===== src/rtl/gd_multistart_sched.sv =====
// gd_multistart_sched: sweeps a 4D grid of start points, launches one GrDes run each, keeps the global best
// Ports: clk, rst_n (async, active-low); start pulse begins a sweep; busy/done/timeout_err status levels;
//   run_count = completed runs; best_z/best_a..d/best_init_a..d = global best result and its start point;
//   gd_start_op, gd_a..d_init drive GrDes; gd_done_op, gd_z_min, gd_a..d_min come back from GrDes.
module gd_multistart_sched #(
    parameter int GRID_MIN       = -4,
    parameter int GRID_MAX       = 4,
    parameter int GRID_STEP      = 4,
    parameter int TIMEOUT_CYCLES = 4096,
    parameter int GAP_CYCLES     = 2
) (
    input  logic               clk,
    input  logic               rst_n,
    input  logic               start,
    output logic               busy,
    output logic               done,
    output logic               timeout_err,
    output logic [15:0]        run_count,
    output logic signed [31:0] best_z,
    output logic signed [7:0]  best_a,
    output logic signed [7:0]  best_b,
    output logic signed [7:0]  best_c,
    output logic signed [7:0]  best_d,
    output logic signed [7:0]  best_init_a,
    output logic signed [7:0]  best_init_b,
    output logic signed [7:0]  best_init_c,
    output logic signed [7:0]  best_init_d,
    output logic               gd_start_op,
    output logic signed [7:0]  gd_a_init,
    output logic signed [7:0]  gd_b_init,
    output logic signed [7:0]  gd_c_init,
    output logic signed [7:0]  gd_d_init,
    input  logic               gd_done_op,
    input  logic signed [31:0] gd_z_min,
    input  logic signed [7:0]  gd_a_min,
    input  logic signed [7:0]  gd_b_min,
    input  logic signed [7:0]  gd_c_min,
    input  logic signed [7:0]  gd_d_min
);
    localparam int CW = $clog2(TIMEOUT_CYCLES + GAP_CYCLES + 1);
    localparam logic signed [9:0]  MAX10  = 10'(GRID_MAX);
    localparam logic signed [9:0]  STEP10 = 10'(GRID_STEP);
    localparam logic signed [7:0]  MIN8   = 8'(GRID_MIN);
    localparam logic signed [31:0] Z_INIT = 32'sh7FFF_FFFF;

    typedef enum logic [2:0] {IDLE, LAUNCH, WAIT, CAPTURE, RELEASE, ADVANCE, FINISH} state_t;

    state_t            state, state_nx;
    logic [CW-1:0]     cnt;
    logic signed [7:0] pt [4];
    logic signed [7:0] pt_nx [4];
    logic signed [9:0] sum;
    logic              carry, tmo, gap_ok;

    assign {gd_a_init, gd_b_init, gd_c_init, gd_d_init} = {pt[0], pt[1], pt[2], pt[3]};
    assign tmo    = cnt == CW'(TIMEOUT_CYCLES);
    // cnt counts consecutive RELEASE cycles with gd_done_op low
    assign gap_ok = !gd_done_op && cnt >= CW'(GAP_CYCLES - 1);

    // Odometer: d fastest, a slowest; 10-bit sum so the overflow test never wraps
    always_comb begin
        carry = 1'b1;
        sum   = '0;
        for (int i = 3; i >= 0; i--) begin
            sum      = 10'(pt[i]) + STEP10;
            pt_nx[i] = !carry ? pt[i] : (sum > MAX10) ? MIN8 : sum[7:0];
            carry    = carry && (sum > MAX10);
        end
    end

    always_ff @(posedge clk or negedge rst_n) begin
        if (!rst_n) state <= IDLE;
        else        state <= state_nx;
    end

    always_comb begin
        state_nx = state;
        case (state)
            IDLE:    state_nx = start ? LAUNCH : IDLE;
            LAUNCH:  state_nx = WAIT;
            WAIT:    state_nx = gd_done_op ? CAPTURE : tmo ? FINISH : WAIT;
            CAPTURE: state_nx = RELEASE;
            RELEASE: state_nx = gap_ok ? ADVANCE : RELEASE;
            ADVANCE: state_nx = carry ? FINISH : LAUNCH;
            default: state_nx = IDLE;
        endcase
    end

    always_ff @(posedge clk or negedge rst_n) begin
        if (!rst_n) begin
            busy        <= 1'b0;
            done        <= 1'b0;
            timeout_err <= 1'b0;
            run_count   <= '0;
            best_z      <= Z_INIT;
            {best_a, best_b, best_c, best_d} <= '0;
            {best_init_a, best_init_b, best_init_c, best_init_d} <= '0;
            gd_start_op <= 1'b0;
            pt          <= '{default: MIN8};
            cnt         <= '0;
        end else begin
            case (state)
                IDLE: if (start) begin
                    busy        <= 1'b1;
                    done        <= 1'b0;
                    timeout_err <= 1'b0;
                    run_count   <= '0;
                    best_z      <= Z_INIT;
                    pt          <= '{default: MIN8};
                end
                LAUNCH: begin
                    gd_start_op <= 1'b1;
                    cnt         <= '0;
                end
                WAIT: begin
                    cnt <= cnt + 1'b1;
                    // GrDes is stuck until its own reset, so the sweep is abandoned
                    if (!gd_done_op && tmo) begin
                        timeout_err <= 1'b1;
                        gd_start_op <= 1'b0;
                    end
                end
                CAPTURE: begin
                    run_count <= run_count + 16'(~&run_count);
                    cnt       <= '0;
                    // strict compare: ties keep the earlier run
                    if (gd_z_min < best_z) begin
                        best_z <= gd_z_min;
                        {best_a, best_b, best_c, best_d} <= {gd_a_min, gd_b_min, gd_c_min, gd_d_min};
                        {best_init_a, best_init_b, best_init_c, best_init_d} <= {pt[0], pt[1], pt[2], pt[3]};
                    end
                end
                RELEASE: begin
                    gd_start_op <= 1'b0;
                    cnt         <= gd_done_op ? '0 : cnt + 1'b1;
                end
                ADVANCE: pt <= pt_nx;
                FINISH: begin
                    busy        <= 1'b0;
                    done        <= 1'b1;
                    gd_start_op <= 1'b0;
                end
                default: ;
            endcase
        end
    end
endmodule


===== config.mk =====
export PLATFORM = sky130hd
export DESIGN_NAME = gd_multistart_sched
export DESIGN_NICKNAME = d
export VERILOG_FILES = /design/src/rtl/gd_multistart_sched.sv
export SDC_FILE = /design/constraint.sdc
export NUM_CORES = 1
export LEC_CHECK = 0
export ABC_AREA = 1
export CELL_PAD_IN_SITES_DETAIL_PLACEMENT = 1
export CELL_PAD_IN_SITES_GLOBAL_PLACEMENT = 2
export CORE_MARGIN = 4
export CORE_UTILIZATION = 30
export CTS_CLUSTER_SIZE = 10
export DETAILED_ROUTE_END_ITERATION = 12
export GPL_TIMING_DRIVEN = 0
export PLACE_DENSITY = 0.95
export SLEW_MARGIN = 0
export SYNTH_ARGS = -nofsm -noshare
export SYNTH_HDL_FRONTEND = slang
export SYNTH_SLANG_ARGS = --single-unit
export TNS_END_PERCENT = 20

===== constraint.sdc =====
create_clock -name clk -period 5.8 [get_ports clk]
set_clock_uncertainty 0.2 [all_clocks]
set_input_delay 1.16 -clock clk [delete_from_list [all_inputs] [get_ports clk]]
set_output_delay 1.16 -clock clk [all_outputs]
set_load 0.1 [all_outputs]

# Word-level counts from Yosys, hierarchy flattened
# Index checks and enable logic that the tools add are counted.
# classes
n_lt_le_gt_ge,6
add_sub_neg,6
reduce_logical,27
eq_ne,13
mux,30
# op_table
operator,count
32-bit one-hot mux with 2 select lines,2
32-bit two-way mux,3
8-bit two-way mux,7
13-bit one-hot mux with 3 select lines,1
8-bit by 4-bit adder with 9-bit output (second input constant),4
9-bit by 4-bit > comparator with 1-bit output (second input constant),4
32-bit < comparator,1
16-bit one-hot mux with 2 select lines,1
3-bit one-hot mux with 6 select lines,1
16-bit by 1-bit adder with 16-bit output,1
16-bit two-way mux,1
16-bit AND reduction,1
3-bit AND reduction,5
13-bit by 1-bit adder with 13-bit output (second input constant),1
13-bit == test (second input constant),1
13-bit by 1-bit greater-or-equal comparator with 1-bit output (second input constant),1
13-bit two-way mux,1
2-bit inequality test (second input constant),6
2-bit AND reduction,5
3-bit == test (second input constant),3
3-bit two-way mux,3
2-bit nonzero test,4
3-bit by 2-bit == test with 1-bit output (second input constant),2
1-bit two-way mux,6
other kinds (8),17
# totals
in_bits,68
elab_cells,102
register_bits,164
output_inout_bits,148

# Depth between registers and ports, before layout
# Gate-level depths: netlist (run 1).
# logic_depth
word_depth,7
mapped_depth,18
mapped_depth_nobuf,17

# Least setup slack after synthesis (run 1)
# Ideal clock, no wire load.
# synth_path
kind,in2reg
start,in gd_z_min[21]
end,reg best_a[0]
path_buffers,2
path_stages,13
slack_ps,2823
setup_time_ps,131
arrival_time_ps,2646
required_time_ps,5469
cell_sequence,ha_1 -> a21oi_1 -> nor2_1 -> nor2_1 -> nand3_1 -> a21oi_1 -> nand2_1 -> nand2_1 -> nand3_2 -> buf_4 -> buf_2 -> nand2_1 -> o21ai_0
# synth_via
elab_chain_len,2
# synth_lines
item,line,rtl
"start, declared",34,"input logic signed [31:0] gd_z_min,"
32-bit < comparator,127,if (gd_z_min < best_z) begin
2-bit AND reduction (no line),n/a,
"end signal, assigned",129,"{best_a, best_b, best_c, best_d} <= {gd_a_min, gd_b_min, gd_c_min, gd_d_min};"
"end, declared",20,"output logic signed [7:0] best_a,"
# No other way between the ends.
# A chain may end at the register's enable or synchronous reset.

# Worst setup path in the final report (run 1)
# layout_path
start,"reg pt, in the netlist gd_d_init[4]"
end,out gd_d_init[4]
# layout_lines
item,line,rtl
"start, declared",50,logic signed [7:0] pt [4];
"start signal, assigned",137,ADVANCE: pt <= pt_nx;
"end, declared",32,"output logic signed [7:0] gd_d_init,"
# No word-level cell between the ends.

==> run metrics, run 1 <==
top cell type by total area after synthesis=dfrtp_1; Detailed Route Iter0 Violations=about 270; TritonCTS clock tree=yes; post-synthesis sequential area ratio=0.472; vias=7178; MaxCap Viol Count=0; GRT Overall Usage=0.173; hold path depth=2; ys async rst share=1.00; cts hold-fix bufs=0; fin cells=1543; CTS resizes=0; dpl cells=1510; total CTS buffers=17; Placer Congestion=0.796; dominant synthesized flop cell=dfrtp_1; Period minus WS final=roughly 3600 ps; syn avg cell area=8.33 sq um; Die Wd=171 um; top-count cell post-synth=nand2_1; # setup viols final=0; Hold/Removal Path Class=reg -> reg; row count=59; post-synthesis register bit count=148; Worst Reg-to-Reg Cells=16; Starting Density=0.306; synth unique cells=47; Worst Setup Path Type=reg -> out; Final Max Tran Viols=0; CP startpoint=gd_d_init[4]; Avg Vias per Cell=4.65; clk sinks=148; largest net degree at the start of global routing=83; Yosys top cell area share=0.291; RSZ-0062 raised after global routing=no; hold_sp=done; DRC violations left=0; outcome=finished clean; Hold Fails Final Rpt=0; Worst Path Required=4440 ps; Final Core Density=0.424; Worst-Margin Slew=approximately 1100 ps; initial antenna violation count=1; layout cell share with drive strength beyond 1=0.149; P&R area growth vs syn=38.6%; grt total ovfl=0; drt pass-1 iters=4; CP Launch Type=flop; Final #Nets=1306; CP arrival=2230 ps; CTS Buffer Depth=2; CTS HTree Levels=4; area of the core=0.0261 sq mm; PortBufs=199; routed len/inst=about 16 um; critical path endpoint category=output port; period utilisation layout=0.619; worst r2r src=best_z[3]; synth top area cells=dfrtp_1, dfstp_2, nand2_1; clk_lat worst skew=430 ps; Post-synth top cells=nand2_1, inv_1, o21ai_0; critical path peak fanout=6; Filler Cells Inserted=3087; Post-synth EDFFs=0; FF-to-FF setup slack=2840 ps; Top delay family on crit path=buffers and inverters; CP max stage cell=clkdlybuf4s50_1; # Post-CTS Setup Buffers=0; number of routed nets with antenna violations=0; WHS Endpoint=done; I/O pin count=216; synth warn=0; CP Cell Sequence=clkdlybuf4s50_1; Post-Synthesis Cell Area=0.00800 sq mm; final wirelength=25200 um; clock slew at reported path FFs=70 ps; final HPWL from detailed placement=19100 um; CP bufs+invs=1; FMAX=279 MHz; relative slew slack=0.289; first-pass GRT wire length=40400 um; total negative slack=0 ps; Die ar.=0.0293 sq mm; vias in the first global route=7658; Reg2Reg Capture Point=best_init_a[3]; clk root buf=clkbuf_16; CP max stage delay=1200 ps; die span in y=171 um; Mapped Cells=960
-- flip-flops by register name (all words and copies together) (netlist names), 3 cells and up --
signal       flops
best_a           8
best_init_d      6
best_init_c      6
best_c           8
best_d           8
state            3
best_z          32
best_b           8
gd_a_init        6
cnt             13
best_init_b      6
gd_c_init        6
best_init_a      6
gd_b_init        6
gd_d_init        6
run_count       16
-- routing by layer --
layer	global-route usage	vias to the layer above	wire [um]
li1	-	3521	-
met1	0.218	3497	11200
met2	0.303	139	12500
met3	0.0393	21	1140
met4	0.0406	0	344
met5	0	-	0
-- cell usage in the layout, fill, tap and decap left out, types with 3 or more instances in the layout --
| master | netlist | layout |
|---|---|---|
| o21ai_2 | 7 | 7 |
| nor2_2 | 5 | 5 |
| inv_2 | 7 | 7 |
| nor2_1 | 35 | 35 |
| or2_0 | 4 | 4 |
| buf_2 | 10 | 10 |
| clkbuf_1 | 17 | 17 |
| or2_1 | 4 | 4 |
| dfstp_2 | 55 | 55 |
| or2_2 | 23 | 23 |
| nand4_1 | 7 | 7 |
| nor4_1 | 3 | 3 |
| nand3_1 | 66 | 66 |
| inv_1 | 134 | 134 |
| conb_1 | 1 | 16 |
| clkdlybuf4s50_1 | 0 | 198 |
| nor3_1 | 16 | 16 |
| clkbuf_16 | 0 | 17 |
| a21oi_1 | 34 | 34 |
| ha_1 | 44 | 44 |
| a31oi_1 | 5 | 5 |
| inv_6 | 0 | 4 |
| nand2_2 | 8 | 8 |
| nand2_1 | 222 | 222 |
| buf_4 | 18 | 18 |
| xor2_1 | 15 | 15 |
| o21ai_0 | 95 | 95 |
| clkinv_4 | 0 | 5 |
| dfrtp_1 | 93 | 93 |
| nor3_2 | 4 | 4 |
-- cells by family (layout without fill, tap and decap cells) --
kind of cell / after synthesis / count (layout) / synth area share
AO/OA/AOI/OAI: 155 / 155 / 0.106
XOR/XNOR: 16 / 16 / 0.0175
adder cells (fa/ha/maj): 44 / 44 / 0.0688
buffers and inverters: 187 / 419 / 0.0998
flip-flops: 148 / 148 / 0.472
multiplexers: 2 / 2 / 0.00250
other: 1 / 17 / 0.000469
AND/OR/NAND/NOR: 407 / 407 / 0.234
-- through the flow --
| stage | setup WS (ps) | instance area [sq um] | hold slack (ps) |
|---|---|---|---|
| floorplan | 2820 | 8060 | 276 |
| global placement | -3050 | 10500 | 259 |
| detailed placement | 1760 | 10500 | 262 |
| CTS | 2180 | 11100 | 277 |
| global route | 2040 | 11100 | 312 |
| finish | 2210 | 11100 | 271 |
-- how the worst max path moves through the flow --
| stage | slack, ps | to | depth (start not counted) |
|---|---|---|---|
| 2_1_floorplan | 2820 | best_a[0] | 13 |
| 3_3_place_gp | -3050 | cnt[6] | 1 |
| 3_5_place_dp | 1760 | best_init_a[3] | 14 |
| 4_1_cts | 2180 | gd_d_init[4] | 1 |
| 5_1_grt | 2040 | best_d[4] | 15 |
| 6_report | 2210 | gd_d_init[4] | 1 |
-- final cells by class --
class,count,area (sq um),area share
flip-flops and latches,148,3770,0.340
multi-input cells,640,3480,0.314
repair buffers,200,2020,0.182
inverters,141,529,0.0477
clock buffers,19,453,0.0408
well taps,335,419,0.0378
plain buffers,46,269,0.0243
clock inverters,13,139,0.0125
diodes,1,2.50,0.000226
Power of run 1 is left out: the tool's default activity adds up to more than one toggle a clock period on the data nets, which glitch-free logic cannot reach.
==> run 2, diff against run 1 <==
CORE_UTILIZATION = 28   (was 30)
PLACE_DENSITY = 0.92   (was 0.95)
clock period = 3.75 ns   (was 5.8 ns; I/O delays follow)
==> run metrics, run 2 (synthesized netlist as in run 1, its figures left out) <==
WL met3=972 um (-15%); register area=0.00377 sq mm (unchanged); Top Metal Used=met4; Starting Density=0.286 (-0.0205); worst setup margin=559 ps (-1650 ps); commonest non-fill, non-tap cells in the layout=nand2_1, clkdlybuf4s50_1, inv_1, o21ai_0, dfrtp_1; grt total ovfl=0 (unchanged); Die ar.=0.0313 sq mm (+6.8%); FMAX=313 MHz; met1 WL=11800 um (+4.8%); Detailed Route Iter0 Violations=383 (+43%); layout cell share with drive strength beyond 1=0.149 (unchanged); I/O pin count=216 (unchanged); CP Launch Type=primary input; Hold Fails Final Rpt=0 (unchanged); CTS HTree Levels=4 (unchanged); P&R area growth vs syn=39.2%; CP max stage delay=430 ps (-770 ps); Filler Cells Inserted=3336 (+8.1%); outcome=finished clean; Reg with most FFs=best_z; die span in y=177 um (+3.3%); clk_lat worst skew=440 ps (about the same); most common cell after layout, fill and taps aside=nand2_1; # Post-CTS Setup Buffers=0 (unchanged); Finished Cell Area=0.0111 sq mm (+0.44%); area of the core=0.0280 sq mm (+7.2%); pre-CTS WS=135 ps (-1630 ps); Worst-Margin Slew=1070 ps (+6.25 ps); Avg Vias per Cell=4.54 (-2.3%); Placer Congestion=0.801 (+0.57%); cts hold-fix bufs=0 (unchanged); clk sinks=148 (unchanged); Final Max Tran Viols=0 (unchanged); largest registers=best_z x32, run_count x16, cnt x13; MaxCap Viol Count=0 (unchanged); row count=61 (+3.4%); critical path peak fanout=10 (+4); Worst Setup Path Type=in -> reg; most used cell, CP=nand2_1; CTS resizes=0 (unchanged); CTS Buffer Depth=2 (unchanged); vias in the first global route=7568 (-1.2%); total CTS buffers=17 (unchanged); clk root buf=clkbuf_16; DRC violations left=0 (unchanged); final wirelength=25600 um (+1.9%); Worst Path Required=3850 ps (-590 ps); initial antenna violation count=0 (-1); RSZ-0062 raised after global routing=no; Die Wd=177 um (+3.3%); largest net degree at the start of global routing=82 (-1.2%); Hold/Removal Path Class=in -> async; number of flip-flops in the largest register=32 (unchanged); # setup viols final=0 (unchanged); clock slew at reported path FFs=70 ps (about the same); PortBufs=199 (unchanged); routed len/inst=16.2 um (-0.91%); vias=7206 (+0.39%); CP max stage cell=clkdlybuf4s50_1; TritonCTS clock tree=yes; relative slew slack=0.285 (-0.00418); period utilisation layout=0.851; final HPWL from detailed placement=19400 um (+1.6%); multi-input logic area=0.00348 sq mm (unchanged); first-pass GRT wire length=41100 um (+1.8%); Cell Area, Placed=0.0106 sq mm (+0.55%); Final Core Density=0.398 (-0.0267); GRT Overall Usage=0.164 (-0.00924); Final #Nets=1306 (unchanged); routed wl met2=12600 um (+0.77%); CP Cell Sequence=clkdlybuf4s50_1 > ha_1 > a21oi_1 > o21ai_0 > nand2_1 > nand3_1 > a21oi_1 > nand2_1 > nand2_1 > nand3_2 > buf_4 > buf_2 > nand2_1 > o21ai_0; Period minus WS final=3190 ps; critical path endpoint category=flop; CP arrival=3290 ps (+1060 ps); drt pass-1 iters=4 (unchanged); number of routed nets with antenna violations=0 (unchanged)
[run 2: area by class of cell]
type	instances	area share
Clock buffer	18	0.0404
Multi-Input combinational cell	640	0.313
Antenna cell	1	0.000225
Inverter	141	0.0475
Buffer	46	0.0242
Sequential cell	148	0.339
Timing Repair Buffer	200	0.182
Tap cell	378	0.0425
Clock inverter	14	0.0119
[run 2: metal layers]
layer  up-vias  GRT usage
met5         -          0
met4         0     0.0406
met3        17     0.0308
met2       148      0.279
met1      3510      0.216
li1       3531          -
[run 2: worst paths after layout]
check	start	end	slack [ps]	cells past startpoint
setup / recovery	gd_z_min[19]	best_d[2]	560	14
hold / removal	rst_n	best_b[0]	60	1
setup reg to reg	best_z[19]	best_d[2]	740	14
hold reg to reg	done	done	280	2
max in group asynchronous	rst_n	gd_a_init[4]	2440	2
min in group clk	done	done	280	2
[run 2: critical path: cells and delay by family]
| kind | cells | cell delay [ps] |
|---|---|---|
| and+or+nand+nor | 6 | 680 |
| adders and majority gates | 1 | 300 |
| AOI/OAI and AO/OA | 4 | 580 |
| buffers and inverters | 3 | 970 |
[run 2: stage by stage]
stage                     hold WS [ps]  TNS (ps)  cells
after floorplan                    254         0    975
after global placement             259   -593330   1552
after detailed placement           272         0   1553
after CTS                         88.3         0   1585
after global routing              95.7         0   1585
final                             60.1         0   1586
Power of run 2 is left out for the same reason.
==> run 3, diff against run 2 <==
ABC_AREA = not set   (was 1)
CORE_UTILIZATION = 30   (was 28)
==> run metrics, run 3 <==
# Post-CTS Setup Buffers=0 (unchanged); synth top area cells=dfrtp_1, dfstp_2, ha_1; CTS resizes=0 (unchanged); number of flip-flops in the largest register=32 (unchanged); PortBufs=199 (unchanged); top-count cell post-synth=dfrtp_1; relative slew slack=0.286 (+0.00118); met3 GRT Util=0.0315 (+0.000765); Worst Setup Path Type=in -> reg; Final #Nets=1064 (-19%); Period minus WS final=3490 ps (+301 ps); Post-Synth Adder-Cell Area=0.0709 (+0.00204); Die ar.=0.0285 sq mm (-8.9%); largest registers=best_z x32, run_count x16, cnt x13; cts hold-fix bufs=0 (unchanged); GR Util met2=0.262 (-0.0165); largest net degree at the start of global routing=92 (+12%); final HPWL from detailed placement=16600 um (-14%); critical path peak fanout=10 (unchanged); clk sinks=148 (unchanged); top cell type by total area after synthesis=dfrtp_1; post-synthesis sequential area ratio=0.486 (+0.0140); initial antenna violation count=0 (unchanged); multi-input logic area=0.00355 sq mm (+1.9%); CP Cell Sequence=clkdlybuf4s50_1 > ha_1 > a2111oi_0 > a2111oi_0 > o41a_1 > nor3_1 > nand3b_4 > buf_4 > mux2_1; Post-synth top cells=dfrtp_1, inv_1, dfstp_2; RSZ-0062 raised after global routing=no; Finished Cell Area=0.0109 sq mm (-2.3%); layout cell share with drive strength beyond 1=0.165 (+0.0156); row count=58 (-4.9%); die span in y=169 um (-4.6%); fin cells=1295 (-18%); Hold/Removal Path Class=in -> async; GR peak layer=met2; MaxCap Viol Count=0 (unchanged); period utilisation layout=0.931 (+0.0803); Synth Area in Compound Gates=0.146 (+0.0400); Diodes inserted=0 (-1); first-pass GRT wire length=36200 um (-12%); most common cell after layout, fill and taps aside=clkdlybuf4s50_1; CP Launch Type=primary input; P&R area growth vs syn=40.1%; CTS HTree Levels=4 (unchanged); global routing usage on met1=0.206 (-0.0101); dpl cells=1263 (-19%); clock slew at reported path FFs=70 ps (about the same); commonest non-fill, non-tap cells in the layout=clkdlybuf4s50_1, dfrtp_1, inv_1, dfstp_2; area of the core=0.0253 sq mm (-9.6%); synth unique cells=61 (+30%); ys async rst share=1.00 (unchanged); Post-synth EDFFs=0 (unchanged); CP max stage cell=o41a_1; Cell Area, Placed=0.0103 sq mm (-2.8%); Hold Fails Final Rpt=0 (unchanged); Final Core Density=0.430 (+0.0320); CP arrival=3590 ps (+300 ps); Starting Density=0.307 (+0.0212); worst hold slack=97.4 ps (+37.3 ps); CTS Buffer Depth=2 (unchanged); grt total ovfl=0 (unchanged); Avg Vias per Cell=4.91 (+8.0%); Post-Synthesis Cell Area=0.00777 sq mm (-2.9%); vias=6352 (-12%); Mapped Cells=718 (-25%); vias in the first global route=6641 (-12%); TritonCTS clock tree=yes; GRT Overall Usage=0.156 (-0.00759); post-synthesis mux area share=0.0949 (+0.0924); # setup viols final=0 (unchanged); total CTS buffers=17 (unchanged); synth warn=0 (unchanged); register area=0.00377 sq mm (unchanged); clk_lat worst skew=420 ps (-20 ps); final wirelength=22300 um (-13%); I/O pin count=216 (unchanged); FMAX=286 MHz (-8.6%); Yosys top cell area share=0.300 (+0.00862); DRC violations left=0 (unchanged); Reg with most FFs=best_z; Synth Area in XOR/XNOR=0.0147 (-0.00286); number of routed nets with antenna violations=0 (unchanged); Worst Path Required=3850 ps (about the same); Worst-Margin Slew=1070 ps (-1.77 ps); post-synthesis register bit count=148 (unchanged); drt pass-1 iters=6 (+2); combinational family with the most area after synthesis=compound AO/OA/AOI/OAI gates; Filler Cells Inserted=2772 (-17%); Placer Congestion=0.777 (-3.0%); syn avg cell area=10.8 sq um (+30%); Simple-Gate Fraction of Synth Area=0.123 (-0.110); CP max stage delay=500 ps (+70 ps); dominant synthesized flop cell=dfrtp_1; Detailed Route Iter0 Violations=287 (-25%); most used cell, CP=a2111oi_0; clk root buf=clkbuf_16; Die Wd=169 um (-4.6%); routed len/inst=17.2 um (+6.5%); Final Max Tran Viols=0 (unchanged); critical path endpoint category=flop; outcome=finished clean
==> run 3: kinds of logic (layout without fill, tap and decap cells) <==
group,Yosys count,in the layout
and+or+nand+nor,187,187
muxes,66,66
adders and majority gates,44,44
xor gates and xnor gates,13,13
DFF,148,148
buffers and inverters,99,331
other,1,16
AOI/OAI and AO/OA,160,160
==> run 3: critical path, delay by kind of cell <==
kind	cells	cell delay (ps)
compound gates	3	1070
simple gates	2	470
mux	1	340
buf+inv	2	730
fa+ha+maj	1	230
==> run 3: through the flow <==
stage	worst slack (ps)	setup TNS (ps)
CTS	240	0
finish	258	0
global placement	-4650	-588160
floorplan	330	0
global route	1.51	0
detailed placement	-219	-14280
==> run 3: layout make-up <==
class / instances / area share
plain buffers: 42 / 0.0267
well taps: 330 / 0.0379
repair buffers: 200 / 0.186
flip-flops and latches: 148 / 0.347
clock buffers: 19 / 0.0416
clock inverters: 13 / 0.0155
inverters: 57 / 0.0197
multi-input cells: 486 / 0.326
==> run 3: layer usage <==
layer / wire, um / vias up
met5: 0 / -
met4: 303 / 0
met3: 965 / 20
met2: 10800 / 151
met1: 10200 / 3159
li1: - / 3022
==> run 3: worst paths after layout <==
check,startpoint,endpoint,slack [ps],depth (start not counted)
setup / recovery,gd_z_min[1],best_c[6],260,9
hold / removal,rst_n,run_count[7],100,1
setup reg to reg,best_z[1],best_c[6],460,9
hold reg to reg,timeout_err,timeout_err,280,1
max in group asynchronous,rst_n,gd_b_init[4],2350,2
min in group clk,timeout_err,timeout_err,280,1
Power of run 3 is left out for the same reason.
